## src/rtl/systolic_matrix_loader.sv

```systemverilog
// systolic_matrix_loader: assembles a row-major element stream into an
// N x N matrix, kicks the systolic array and holds the matrix until done.
module systolic_matrix_loader #(
  parameter int N   = 10,
  parameter int DW  = 16,
  parameter int FCW = 8
) (
  input  logic                            clk,
  input  logic                            rst,
  input  logic                            s_valid,
  output logic                            s_ready,
  input  logic [DW-1:0]                   s_data,
  input  logic                            s_last,
  output logic [N-1:0][N-1:0][DW-1:0]     A,
  output logic                            sa_start,
  input  logic                            sa_done,
  output logic                            busy,
  output logic                            err_len,
  output logic [FCW-1:0]                  frames
);

  localparam int IW = (N > 1) ? $clog2(N) : 1;
  localparam logic [IW-1:0] LAST_IDX = IW'(N - 1);

  typedef enum logic [1:0] {
    LOAD = 2'd0,
    FIRE = 2'd1,
    WAIT = 2'd2
  } state_t;

  state_t                        state_q, state_d;
  logic [IW-1:0]                 row_q, row_d;
  logic [IW-1:0]                 col_q, col_d;
  logic [N-1:0][N-1:0][DW-1:0]   a_q, a_d;
  logic                          start_q, start_d;
  logic                          busy_q, busy_d;
  logic                          err_q, err_d;
  logic [FCW-1:0]                frames_q, frames_d;
  logic                          beat;
  logic                          row_end;
  logic                          col_end;

  assign s_ready  = (state_q == LOAD);
  assign beat     = s_valid && s_ready;
  assign row_end  = (row_q == LAST_IDX);
  assign col_end  = (col_q == LAST_IDX);

  assign A        = a_q;
  assign sa_start = start_q;
  assign busy     = busy_q;
  assign err_len  = err_q;
  assign frames   = frames_q;

  // Next-state: element placement, framing checks, fire/wait sequencing
  always_comb begin
    state_d  = state_q;
    row_d    = row_q;
    col_d    = col_q;
    a_d      = a_q;
    err_d    = err_q;
    frames_d = frames_q;
    unique case (state_q)
      LOAD: begin
        if (beat) begin
          a_d[row_q][col_q] = s_data;
          if (row_end && col_end) begin
            row_d   = '0;
            col_d   = '0;
            state_d = FIRE;
            if (!s_last) err_d = 1'b1;
          end else if (s_last) begin
            row_d = '0;
            col_d = '0;
            err_d = 1'b1;
          end else if (col_end) begin
            col_d = '0;
            row_d = row_q + 1'b1;
          end else begin
            col_d = col_q + 1'b1;
          end
        end
      end
      FIRE: begin
        frames_d = frames_q + 1'b1;
        state_d  = WAIT;
      end
      WAIT: begin
        if (sa_done) state_d = LOAD;
      end
      default: state_d = LOAD;
    endcase
    start_d = (state_d == FIRE);
    busy_d  = (state_d != LOAD);
  end

  // State and output registers with synchronous reset
  always_ff @(posedge clk) begin
    if (rst) begin
      state_q  <= LOAD;
      row_q    <= '0;
      col_q    <= '0;
      a_q      <= '0;
      start_q  <= 1'b0;
      busy_q   <= 1'b0;
      err_q    <= 1'b0;
      frames_q <= '0;
    end else begin
      state_q  <= state_d;
      row_q    <= row_d;
      col_q    <= col_d;
      a_q      <= a_d;
      start_q  <= start_d;
      busy_q   <= busy_d;
      err_q    <= err_d;
      frames_q <= frames_d;
    end
  end

endmodule

```

## config.mk

```make
export PLATFORM = sky130hd
export DESIGN_NAME = systolic_matrix_loader
export DESIGN_NICKNAME = d
export VERILOG_FILES = /design/src/rtl/systolic_matrix_loader.sv
export SDC_FILE = /design/constraint.sdc
export NUM_CORES = 2
export LEC_CHECK = 0
export ABC_AREA = 1
export ABC_CLOCK_PERIOD_IN_PS = 4950
export CAP_MARGIN = 20
export CORE_AREA = 2 2 640 642
export DETAILED_ROUTE_END_ITERATION = 7
export DIE_AREA = 0 0 642 644
export GPL_TIMING_DRIVEN = 1
export PLACE_DENSITY_LB_ADDON = 0.1
export SYNTH_ARGS = -nofsm -noshare
export SYNTH_HDL_FRONTEND = slang
export SYNTH_SLANG_ARGS = --single-unit
```

## constraint.sdc

```tcl
create_clock -name clk -period 4.95 [get_ports clk]
set_input_delay 0.7425 -clock clk [delete_from_list [all_inputs] [get_ports clk]]
set_output_delay 0.7425 -clock clk [all_outputs]
set_load 0.05 [all_outputs]
```

==> metrics <==
number of endpoints failing setup at the final stage 0; portion of synthesized cell area occupied by the leading cell type 0.508; clock skew after layout 0.0490 ns; highest net fanout along the worst path 32; post-DR wirelength/cell between 20 and 25 µm; Synth Net Count 9615; capture point of the worst reg-to-reg path A[983]; post-synthesis sequential area ratio 0.508; library cell occupying the most area in the post-synthesis netlist dfxtp_1; fraction of synthesis flops using an asynchronous set or reset pin 0; clock tree from TritonCTS built; routability-driven placement congestion ratio slightly below 0.8; initial DRC count 3562; Boundary Pins around 1600; share of the clock period used by the worst path after layout 0.684; TritonCTS Sinks between 1500 and 2000; post-route total power around 30 mW; share of post-route cells with drive strength above 1 0.0495; nets@finish 11000; synthesis warning total 0; Setup crit start kind register; latest clock arrival within the worst-skew pair 0.93 ns; Die Span X around 640 µm; # rows approximately 240; combined area of all synthesized cells between 60000 and 70000 µm²; worst slew margin relative to its limit 0.297; count of input and output buffers 1632; most common flop cell mapped by yosys dfxtp_1; H-tree Lvls 4; final count of hold timing violations 0; count of different cell masters after synthesis 25; Area contributors post-synth dfxtp_1 (51%), nor2_1 (15%), nand2_1 (14%), inv_1 (7.7%), o21ai_0 (3.3%); Fmax achieved roughly 300 MHz; overall routed net length about 380000 µm; number of instances resized during post-cts repair 0; initial antenna violation count 28; measured slew at the worst slew-check pin around 1.1 ns; Critical Path AT 4.17 ns; CTS Buf Count 211; HPWL reported at the end of detailed placement roughly 250000 µm; startpoint of the lowest-slack register-to-register path state_q[1]; root buf cell clkbuf_16; Hold Path Sink frames[4]; Via-to-Cell Ratio 3.72; Final Instance Count excl. Fillers between 15000 and 20000; Post-Place Cells ~16000; die outline area approximately 410000 µm²; status completed; Post-Syn Area per Cell 6.66 µm²; Hold-fix buffers, CTS 0; LEAKAGE just over 40 nW; cell count after synthesis about 9600; area added between synthesis and finish 46.5%; Setup CP Type reg2reg; Post-synth EDFFs 0; Clock Tree Buf Depth 4; die height between 600 and 700 µm; post-layout min period 3.39 ns; number of flip-flops and latches in the synthesized netlist around 1600; Via Count roughly 60000; reported max-cap violation count 0; number of fill cells in the layout between 40000 and 50000; wire length of the first global-routing pass 507000 µm; area of the placeable core between 400000 and 500000 µm²; setup repair after global routing missed its margin false; global route total overflow 0; final max-slew violation count 0; P per Cell Area approximately 320 nW/µm²; Worst Hold Class in2reg; largest net degree at the start of global routing approximately 180; Worst IR Drop VDD between 200 and 250 µV; worst hold path cell count 2; DRC violations left 0; setup TNS 0 ns; effective utilization at floorplan 0.157; worst setup slack for register-to-register paths 1.56 ns; clk slew on worst S/H paths about 0.06 ns; number of buffers inserted by post-CTS setup repair 0; antenna-violating nets left 0; Worst Hold Launch rst; Register-to-Register Path Depth 6; data required time at the worst endpoint between 5 and 6 ns; via count of the first global-routing pass just under 60000; Global Route Usage Sum 0.175; Setup crit end kind register; number of search-and-repair iterations in the first detailed-routing pass 6
[sequential cells by signal, summed over array words and instances, names as in the netlist]
signal    flops
col_q         4
frames        8
state_q       2
sa_start      1
A          1600
row_q         4
err_len       1
busy          1
[worst max-delay path, stage by stage (launching register included)]
cell and delay (ns):
dfxtp_1 0.32, nor2_1 0.31, nand2_2 0.34, nor2_2 0.83, nand2_1 0.90, o21ai_0 0.42, nor2_1 0.07
[report_power, final]
group	internal [mW]	switching (mW)
sequential	13.1	0.0174
clock	9.13	6.66
combinational	0.207	1.06
total	22.4	7.74
[how the worst max path moves through the flow]
stage | start | to | slack, ns
2_1_floorplan | state_q[1] | A[245] | 2.46
3_3_place_gp | s_valid | A[369] | 0.63
3_5_place_dp | s_valid | A[985] | 1.0
4_1_cts | state_q[1] | A[985] | 1.42
5_1_grt | state_q[1] | A[987] | 1.27
6_report | state_q[1] | A[983] | 1.56
[cell type report]
cell class                      instances  area [µm²]  share of cell area
Sequential cell                      1621       32500               0.347
Multi-Input combinational cell       5974       24000               0.257
Timing Repair Buffer                 1807       18400               0.197
Tap cell                             5451        6820              0.0729
Clock buffer                          319        6190              0.0661
Inverter                             1313        4940              0.0528
Clock inverter                         55         713             0.00762
Antenna cell                            4        10.0            0.000107
[cells in the mapped netlist, types with 2 or more instances]
cell type     n
o21ai_0     423
clkbuf_1    510
nor2_1     2560
nand3_1     110
buf_1       110
nor3_1        5
inv_1      1310
a21oi_1     264
nand4_1     130
buf_2        51
dfxtp_1    1621
buf_4        10
ha_1          5
nand2_1    2462
nor2_2        7
clkinv_1      2
[placed cells by master (no fill, tap or decap), types with 11 or more instances in the layout]
cell and count:
clkbuf_8 48, inv_1 1306, dfxtp_1 1621, nand3_2 11
nand4_1 130, nand3_1 100, buf_4 121, o21ai_0 423
nand2_1 2460, clkbuf_16 212, nor2_1 2553, buf_6 16
clkdlybuf4s50_1 1614, clkinv_2 27, buf_12 43, clkbuf_1 59
a21oi_1 264
[metal layers]
layer	track usage	routed length (µm)
met1	0.198	150000
met2	0.309	185000
met3	0.0576	29500
met4	0.0504	11900
met5	0	9
[cell families after synthesis]
kind of cell	Yosys count	synth area share
fa+ha+maj	5	0.000979
flops	1621	0.508
xor+xnor	2	0.000274
buf+inv	1994	0.119
simple gates	5280	0.318
compound gates	687	0.0538
[stage by stage]
| stage | hold WS, ns | instance area [µm²] | setup slack [ns] | util |
|---|---|---|---|---|
| 6_report | 0.248 | 93600 | 1.56 | 0.230 |
| 5_1_grt | 0.211 | 93600 | 1.27 | 0.230 |
| 4_1_cts | 0.173 | 93300 | 1.42 | 0.229 |
| 3_5_place_dp | 0.453 | 86400 | 0.999 | 0.212 |
| 3_3_place_gp | 0.450 | 86300 | 0.629 | 0.212 |
| 2_1_floorplan | 0.475 | 63900 | 2.46 | - |
Note: power is estimated with default switching activity, not from simulation.
